## src/rtl/cnn_pkg.sv

```systemverilog
// Constants, types and helpers shared by the CNN streaming datapath blocks.
package cnn_pkg;

  localparam int DATA_WIDTH      = 32;
  localparam int IMAGE_SIZE      = 16*16;
  localparam int CHANNEL_NUM_OUT = 64;
  localparam int FP32_SIGN_BIT   = 31;
  localparam int L_ADD           = 3;

  localparam logic [31:0] FP32_ZERO = 32'h0000_0000;
  localparam logic [31:0] FP32_QNAN = 32'h7FC0_0000;

  typedef struct packed {
    logic        sign;
    logic [7:0]  exp;
    logic [22:0] frac;
  } fp32_t;

  // Leading-zero count of a 27-bit mantissa+GRS word; 27 when the word is zero.
  function automatic logic [4:0] lzc27(input logic [26:0] x);
    logic [4:0] n;
    n = 5'd27;
    for (int unsigned i = 0; i < 27; i++) begin
      if (x[i]) n = 5'(26 - i);
    end
    return n;
  endfunction

endpackage

```

## src/rtl/fp_add_sub.sv

```systemverilog
// Three-stage FP32 adder/subtractor, round-to-nearest-even, subnormals supported.
module fp_add_sub import cnn_pkg::*; (
  input  logic        clk,
  input  logic        reset,
  input  logic        valid_in,
  input  logic        sub,
  input  logic [31:0] a,
  input  logic [31:0] b,
  output logic [31:0] result,
  output logic        valid_out
);

  fp32_t       fa, fb;
  logic [7:0]  ea, eb;
  logic [23:0] ma, mb;
  logic        a_nan, b_nan, a_inf, b_inf, a_big;

  always_comb begin
    fa      = a;
    fb      = b;
    fb.sign = b[31] ^ sub;
    ea      = (fa.exp == '0) ? 8'd1 : fa.exp;
    eb      = (fb.exp == '0) ? 8'd1 : fb.exp;
    ma      = {fa.exp != '0, fa.frac};
    mb      = {fb.exp != '0, fb.frac};
    a_nan   = (fa.exp == '1) && (fa.frac != '0);
    b_nan   = (fb.exp == '1) && (fb.frac != '0);
    a_inf   = (fa.exp == '1) && (fa.frac == '0);
    b_inf   = (fb.exp == '1) && (fb.frac == '0);
    a_big   = (a[30:0] >= b[30:0]);
  end

  logic        s1_valid, s1_sign, s1_eff_sub, s1_special;
  logic [7:0]  s1_exp, s1_diff;
  logic [23:0] s1_big_m, s1_small_m;
  logic [31:0] s1_spec_val;

  always_ff @(posedge clk) begin
    if (!reset) begin
      s1_valid    <= 1'b0;
      s1_sign     <= 1'b0;
      s1_eff_sub  <= 1'b0;
      s1_special  <= 1'b0;
      s1_exp      <= '0;
      s1_diff     <= '0;
      s1_big_m    <= '0;
      s1_small_m  <= '0;
      s1_spec_val <= '0;
    end else begin
      s1_valid   <= valid_in;
      s1_eff_sub <= fa.sign ^ fb.sign;
      if (a_big) begin
        s1_sign    <= fa.sign;
        s1_exp     <= ea;
        s1_big_m   <= ma;
        s1_small_m <= mb;
        s1_diff    <= ea - eb;
      end else begin
        s1_sign    <= fb.sign;
        s1_exp     <= eb;
        s1_big_m   <= mb;
        s1_small_m <= ma;
        s1_diff    <= eb - ea;
      end
      s1_special <= a_nan | b_nan | a_inf | b_inf;
      if (a_nan || b_nan || (a_inf && b_inf && (fa.sign != fb.sign)))
        s1_spec_val <= FP32_QNAN;
      else if (a_inf)
        s1_spec_val <= a;
      else
        s1_spec_val <= fb;
    end
  end

  logic [26:0] big_ext, small_ext, shifted, lost_mask, aligned;

  // Alignment keeps guard/round bits and folds everything shifted out into sticky.
  always_comb begin
    big_ext   = {s1_big_m, 3'b000};
    small_ext = {s1_small_m, 3'b000};
    shifted   = '0;
    lost_mask = '0;
    if (s1_diff >= 8'd27) begin
      aligned = {26'd0, |s1_small_m};
    end else begin
      shifted   = small_ext >> s1_diff;
      lost_mask = (27'd1 << s1_diff) - 27'd1;
      aligned   = {shifted[26:1], shifted[0] | (|(small_ext & lost_mask))};
    end
  end

  logic        s2_valid, s2_sign, s2_eff_sub, s2_special;
  logic [7:0]  s2_exp;
  logic [27:0] s2_sum;
  logic [31:0] s2_spec_val;

  always_ff @(posedge clk) begin
    if (!reset) begin
      s2_valid    <= 1'b0;
      s2_sign     <= 1'b0;
      s2_eff_sub  <= 1'b0;
      s2_special  <= 1'b0;
      s2_exp      <= '0;
      s2_sum      <= '0;
      s2_spec_val <= '0;
    end else begin
      s2_valid    <= s1_valid;
      s2_sign     <= s1_sign;
      s2_eff_sub  <= s1_eff_sub;
      s2_special  <= s1_special;
      s2_exp      <= s1_exp;
      s2_spec_val <= s1_spec_val;
      s2_sum      <= s1_eff_sub ? ({1'b0, big_ext} - {1'b0, aligned})
                                : ({1'b0, big_ext} + {1'b0, aligned});
    end
  end

  logic [4:0]  lz;
  logic [7:0]  sh;
  logic [26:0] m27;
  logic [9:0]  e_norm;
  logic        round_up;
  logic [30:0] packed_mag;
  logic [31:0] res;

  // Left shift is clamped so the exponent never drops below the subnormal floor;
  // the rounding increment is added across exponent+fraction so carries propagate.
  always_comb begin
    lz = lzc27(s2_sum[26:0]);
    sh = '0;
    if (s2_sum[27]) begin
      m27    = {s2_sum[27:2], s2_sum[1] | s2_sum[0]};
      e_norm = {2'b00, s2_exp} + 10'd1;
    end else begin
      if ({3'b000, lz} < (s2_exp - 8'd1)) sh = {3'b000, lz};
      else                                sh = s2_exp - 8'd1;
      m27    = s2_sum[26:0] << sh;
      e_norm = m27[26] ? {2'b00, 8'(s2_exp - sh)} : 10'd0;
    end
    round_up   = m27[2] & (m27[1] | m27[0] | m27[3]);
    packed_mag = {e_norm[7:0], m27[25:3]} + {30'd0, round_up};
    if (s2_special)
      res = s2_spec_val;
    else if (s2_sum == '0)
      res = {s2_sign & ~s2_eff_sub, 31'd0};
    else if ((e_norm >= 10'd255) || (packed_mag[30:23] == 8'hFF))
      res = {s2_sign, 8'hFF, 23'd0};
    else
      res = {s2_sign, packed_mag};
  end

  always_ff @(posedge clk) begin
    if (!reset) begin
      result    <= '0;
      valid_out <= 1'b0;
    end else begin
      result    <= res;
      valid_out <= s2_valid;
    end
  end

endmodule

```

## src/rtl/relu_fp32.sv

```systemverilog
// Registered FP32 ReLU: any word with the sign bit set (incl. -0.0, -NaN) becomes +0.
module relu_fp32 import cnn_pkg::FP32_ZERO, cnn_pkg::FP32_SIGN_BIT; #(
  parameter int DATA_WIDTH = 32,
  parameter int RELU_EN    = 1
) (
  input  logic                  clk,
  input  logic                  reset,
  input  logic                  valid_in,
  input  logic [DATA_WIDTH-1:0] pxl_in,
  output logic [DATA_WIDTH-1:0] pxl_out,
  output logic                  valid_out
);

  always_ff @(posedge clk) begin
    if (!reset) begin
      pxl_out   <= '0;
      valid_out <= 1'b0;
    end else begin
      valid_out <= valid_in;
      if (!valid_in || ((RELU_EN != 0) && pxl_in[FP32_SIGN_BIT]))
        pxl_out <= DATA_WIDTH'(FP32_ZERO);
      else
        pxl_out <= pxl_in;
    end
  end

endmodule

```

## src/rtl/conv_bias_relu_stream.sv

```systemverilog
// Adds a per-output-channel FP32 bias to the accumulated pixel stream, applies
// optional ReLU and tags channel/frame boundaries.
module conv_bias_relu_stream #(
  parameter int DATA_WIDTH      = cnn_pkg::DATA_WIDTH,
  parameter int IMAGE_SIZE      = cnn_pkg::IMAGE_SIZE,
  parameter int CHANNEL_NUM_OUT = cnn_pkg::CHANNEL_NUM_OUT,
  parameter int RELU_EN         = 1,
  parameter int POINTER_WIDTH   = $clog2(IMAGE_SIZE) + 1,
  parameter int CH_WIDTH        = $clog2(CHANNEL_NUM_OUT) + 1
) (
  input  logic                  clk,
  input  logic                  reset,
  input  logic                  valid_in,
  input  logic [DATA_WIDTH-1:0] pxl_in,
  input  logic                  bias_wr_en,
  input  logic [CH_WIDTH-1:0]   bias_addr,
  input  logic [DATA_WIDTH-1:0] bias_data,
  output logic [DATA_WIDTH-1:0] pxl_out,
  output logic                  valid_out,
  output logic                  last_pxl,
  output logic                  last_frame
);

  localparam int IDX_W = (CHANNEL_NUM_OUT > 1) ? $clog2(CHANNEL_NUM_OUT) : 1;
  localparam logic [POINTER_WIDTH-1:0] PIX_LAST = POINTER_WIDTH'(IMAGE_SIZE - 1);
  localparam logic [CH_WIDTH-1:0]      CH_LAST  = CH_WIDTH'(CHANNEL_NUM_OUT - 1);
  localparam logic [CH_WIDTH-1:0]      CH_COUNT = CH_WIDTH'(CHANNEL_NUM_OUT);

  logic [DATA_WIDTH-1:0]    bias_rf [CHANNEL_NUM_OUT];
  logic [DATA_WIDTH-1:0]    bias_cur, bias_sel, op_bias;
  logic [POINTER_WIDTH-1:0] in_pix, out_pix;
  logic [CH_WIDTH-1:0]      in_ch, out_ch;
  logic                     bias_hit, bias_wr_ok;

  logic                     s0_valid;
  logic [DATA_WIDTH-1:0]    s0_pxl, s0_bias;
  logic                     add_valid;
  logic [DATA_WIDTH-1:0]    add_result;

  // A write landing on the channel being opened this cycle is forwarded directly.
  always_comb begin
    bias_wr_ok = bias_wr_en && (bias_addr < CH_COUNT);
    bias_hit   = bias_wr_en && (bias_addr == in_ch);
    bias_sel   = bias_hit ? bias_data : bias_rf[in_ch[IDX_W-1:0]];
    op_bias    = (in_pix == '0) ? bias_sel : bias_cur;
  end

  always_ff @(posedge clk) begin
    if (!reset) begin
      for (int unsigned i = 0; i < CHANNEL_NUM_OUT; i++) bias_rf[i] <= '0;
    end else if (bias_wr_ok) begin
      bias_rf[bias_addr[IDX_W-1:0]] <= bias_data;
    end
  end

  always_ff @(posedge clk) begin
    if (!reset) begin
      in_pix   <= '0;
      in_ch    <= '0;
      bias_cur <= '0;
      s0_valid <= 1'b0;
      s0_pxl   <= '0;
      s0_bias  <= '0;
    end else begin
      s0_valid <= valid_in;
      if (valid_in) begin
        s0_pxl  <= pxl_in;
        s0_bias <= op_bias;
        if (in_pix == '0) bias_cur <= bias_sel;
        if (in_pix == PIX_LAST) begin
          in_pix <= '0;
          in_ch  <= (in_ch == CH_LAST) ? '0 : in_ch + 1'b1;
        end else begin
          in_pix <= in_pix + 1'b1;
        end
      end
    end
  end

  fp_add_sub u_add (
    .clk       (clk),
    .reset     (reset),
    .valid_in  (s0_valid),
    .sub       (1'b0),
    .a         (s0_pxl),
    .b         (s0_bias),
    .result    (add_result),
    .valid_out (add_valid)
  );

  relu_fp32 #(
    .DATA_WIDTH (DATA_WIDTH),
    .RELU_EN    (RELU_EN)
  ) u_relu (
    .clk       (clk),
    .reset     (reset),
    .valid_in  (add_valid),
    .pxl_in    (add_result),
    .pxl_out   (pxl_out),
    .valid_out (valid_out)
  );

  // Output-side counters track the adder's valid so tags stay aligned with the data.
  always_ff @(posedge clk) begin
    if (!reset) begin
      out_pix    <= '0;
      out_ch     <= '0;
      last_pxl   <= 1'b0;
      last_frame <= 1'b0;
    end else begin
      last_pxl   <= add_valid && (out_pix == PIX_LAST);
      last_frame <= add_valid && (out_pix == PIX_LAST) && (out_ch == CH_LAST);
      if (add_valid) begin
        if (out_pix == PIX_LAST) begin
          out_pix <= '0;
          out_ch  <= (out_ch == CH_LAST) ? '0 : out_ch + 1'b1;
        end else begin
          out_pix <= out_pix + 1'b1;
        end
      end
    end
  end

endmodule

```

## config.mk

```make
export PLATFORM = sky130hd
export DESIGN_NAME = conv_bias_relu_stream
export DESIGN_NICKNAME = d
export VERILOG_FILES = /design/src/rtl/cnn_pkg.sv /design/src/rtl/fp_add_sub.sv /design/src/rtl/relu_fp32.sv /design/src/rtl/conv_bias_relu_stream.sv
export SDC_FILE = /design/constraint.sdc
export NUM_CORES = 2
export LEC_CHECK = 0
export CORE_MARGIN = 2
export CORE_UTILIZATION = 55
export DETAILED_ROUTE_END_ITERATION = 12
export GPL_TIMING_DRIVEN = 0
export PLACE_DENSITY = 0.79
export SYNTH_ARGS = -nofsm -noshare
export SYNTH_HDL_FRONTEND = slang
export SYNTH_SLANG_ARGS = --single-unit
```

## constraint.sdc

```tcl
create_clock -name clk -period 19.9 [get_ports clk]
set_clock_uncertainty 0.1 [all_clocks]
set_input_delay 3.98 -clock clk [delete_from_list [all_inputs] [get_ports clk]]
set_output_delay 3.98 -clock clk [all_outputs]
set_load 0.02 [all_outputs]
```

==> metrics.txt <==
initial antenna violation count=39; CP peak stage delay=1.04 ns; CTS Buf Count=233; P&R area growth vs syn=12.32%; Finished Cell Area=0.1279 sq mm; Chip Height=458.9 um; share of layout cells above drive strength 1=14.98%; Synth top area share=54.03%; worst skew pair latency=0.92 ns; Slowest-stage cell, CP=nand3_1; clk slew on worst S/H paths=0.06 ns; overall routing resource usage=34.78%; Leak Pwr=43.44 nW; drt first pass iters=6; worst reg2reg path startpoint=u_add.s2_sum[10]; top-count cell post-synth=and2_1; mean post-synth cell area=13.93 sq um; # Max-Cap Violations=8; pwr dens=98.79 mW/mm^2; vias in the first global route=73,200; pin count of the biggest net entering global routing=28; delay-heaviest family, CP=simple AND/OR/NAND/NOR gates; Resize count post-CTS=0; IO buf count=72; grt total ovfl=0; Post-CTS Setup Bufs=0; crit-path cells=clkbuf_1, nand2_1, nor3_1, nand3_1, clkbuf_2, nor2_1, clkbuf_1, and2_1; first-pass GRT wire length=520.5 mm; antenna-violating nets left=0; Critical Path Source Type=input pin; largest area contributor in the netlist=edfxtp_1; post-route worst setup slack=11.42 ns; endpoints failing setup=0; CTS tree=done; Vias/cell=6.436; worst slew pin tran=1.687 ns; synth unique cells=113; Psw=3.732 mW; CP Class=input pin to flip-flop; synth cell count leaders=2,141 x and2_1, 2,048 x edfxtp_1, 685 x mux4_2; FMAX=117.9 MHz; Final Cycle Share=42.63%; Worst Setup End Kind=flip-flop; Yosys warnings=0; Hold Startpoint=u_add.s2_spec_val[11]; Int Power=8.899 mW; Final TNS setup=0 ns; placed instance area=0.1202 sq mm; DRC violation count after routing=0; hold_ws=0.3254 ns; Routed WL=367.6 mm; Initial Util=55.47%; DRT iter0 DRCs=10,850; synthesized area=0.1138 sq mm; synth top area cells=edfxtp_1 54%, mux4_2 14%, and2_1 12%; most used cell, CP=clkbuf_1; Final Wtd Congestion=0.9848; CP Launch Point=reset; DPL Wire Length=266.1 mm; full die area=0.2106 sq mm; Syn Inst Count=8,170; RSZ-0062 raised after global routing=no; Pins Over Slew Limit=67; root buf cell=clkbuf_16; failing checks=max-capacitance violations, max-slew violations; Gate power share=18.9%; Hold Path Class=flip-flop to flip-flop; WP data required=20.53 ns; ys flop type=edfxtp_1; Worst EP arrival=9.11 ns; Async SR Flop Fraction=0%; Hold Vio Cnt, Final=0; row count=166; WP buf/inv=3; Core Region=0.2052 sq mm; Slew headroom=-12.45%; I/O pin count=110; sw frac=29.55%; EDFF count, synth=2,048; DR WL/cell=32.01 um; Seq pwr share=46.3%; clock sink total=2,391; Placement Setup Slack=10.99 ns; hold buffer count at cts=0; nets=8,739; H-tree depth=4; DR vias=73,900; FF+latch count, synth=2,391; Crit Path Max Fanout=10; min cycle time layout=8.483 ns; Clock power frac=34.8%; status=complete, but fails checks; CTS Buffer Depth=3; VDD IR-drop max=0.0001098 V; filler cell count=14,750; die width=458.9 um; Seq/Total Area, Yosys=60.06%
[power by group through the flow]
stage / sequential [mW] / clock (mW) / combinational (mW)
6_report: 5.84 / 4.40 / 2.39
4_1_cts: 5.84 / 4.38 / 2.32
3_5_place_dp: 5.94 / 0 / 2.31
2_1_floorplan: 5.89 / 0 / 1.48
5_1_grt: 5.86 / 4.56 / 2.51
3_3_place_gp: 5.95 / 0 / 2.26
[per-stage QoR]
stage	instances	util [%]	total power, mW
floorplan	8171	-	7.370
global placement	10930	57.46	8.213
detailed placement	11000	58.56	8.250
CTS	11440	62.24	12.54
global route	11440	62.26	12.93
finish	11480	62.31	12.63
[state kept, by name, indices dropped and copies added (netlist names), 24 cells and up, named ones only]
name,cells
u_add.s1_small_m,24
s0_pxl,32
u_add.s2_sum,28
u_add.s2_spec_val,32
bias_rf,2048
u_add.s1_big_m,24
s0_bias,32
u_add.s1_spec_val,32
u_add.result,32
u_relu.pxl_out,32
[tightest hold or removal path, stage by stage (launching register included)]
cell and delay, ns:
dfxtp_1 0.30, nand2_1 0.05, o21ai_1 0.05
[cells by family after synthesis]
kind of cell / share of synthesized area [%]
xor gates and xnor gates: 0.7309
muxes: 14.99
buffers and inverters: 3.133
adders and majority gates: 1.323
other: 0.006597
AOI/OAI and AO/OA: 3.954
and+or+nand+nor: 15.80
DFF: 60.06
[per-layer routing]
| metal | global-route usage, % | part of all wire [%] | vias up |
|---|---|---|---|
| li1 | - | - | 30640 |
| met1 | 42.87 | 34 | 36830 |
| met2 | 53.24 | 45 | 5294 |
| met3 | 10.36 | 13 | 1092 |
| met4 | 23.52 | 8.0 | 38 |
| met5 | 0 | 0.081 | - |
[area by class of cell]
class                      instances  area [sq um]  share of cell area (%)
timing repair buffer             140          2217                   1.734
buffer                           785          3082                   2.410
sequential                      2391         68370                   53.47
clock inverter                   140          1285                   1.005
antenna                           45         112.6                 0.08807
multi-input combinational       4852         42620                   33.34
tap                             2688          3363                   2.630
clock buffer                     299          6271                   4.905
inverter                         143         536.8                  0.4198
[path summary, 6_finish.rpt]
| check | end | slack (ns) | cells past startpoint |
|---|---|---|---|
| max | bias_rf[29][9] | 11.42 | 8 |
| min | u_add.result[11] | 0.33 | 2 |
| max reg2reg | u_add.result[17] | 11.43 | 33 |
| min reg2reg | u_add.result[11] | 0.33 | 2 |
[cells in the final DEF (no fill, tap or decap), types with 20 or more instances in the layout]
cell type / Yosys / routed
buf_1: 87 / 78
mux2i_1: 137 / 137
nor2_1: 421 / 421
o211ai_1: 46 / 46
mux4_2: 685 / 685
o21ai_4: 1 / 65
xnor2_1: 58 / 58
diode_2: 0 / 45
nor3_1: 84 / 84
clkinv_1: 1 / 51
edfxtp_1: 2048 / 2048
o31ai_1: 23 / 23
a21o_1: 24 / 24
and2_1: 2141 / 2141
clkinv_2: 0 / 41
xor2_1: 37 / 37
o21ai_0: 155 / 91
buf_12: 0 / 45
buf_2: 18 / 21
nor4_1: 30 / 30
clkdlybuf4s50_1: 0 / 72
nand4_1: 33 / 33
a211oi_1: 51 / 51
inv_1: 134 / 134
o21ai_1: 23 / 23
clkbuf_1: 670 / 686
clkbuf_16: 0 / 235
nand2b_1: 30 / 30
a21oi_1: 145 / 145
nand3_1: 73 / 73
dfxtp_1: 343 / 343
clkbuf_2: 0 / 39
buf_16: 0 / 20
nand2_1: 215 / 215
ha_1: 114 / 114
No activity file was read; power rests on OpenSTA's default activity.
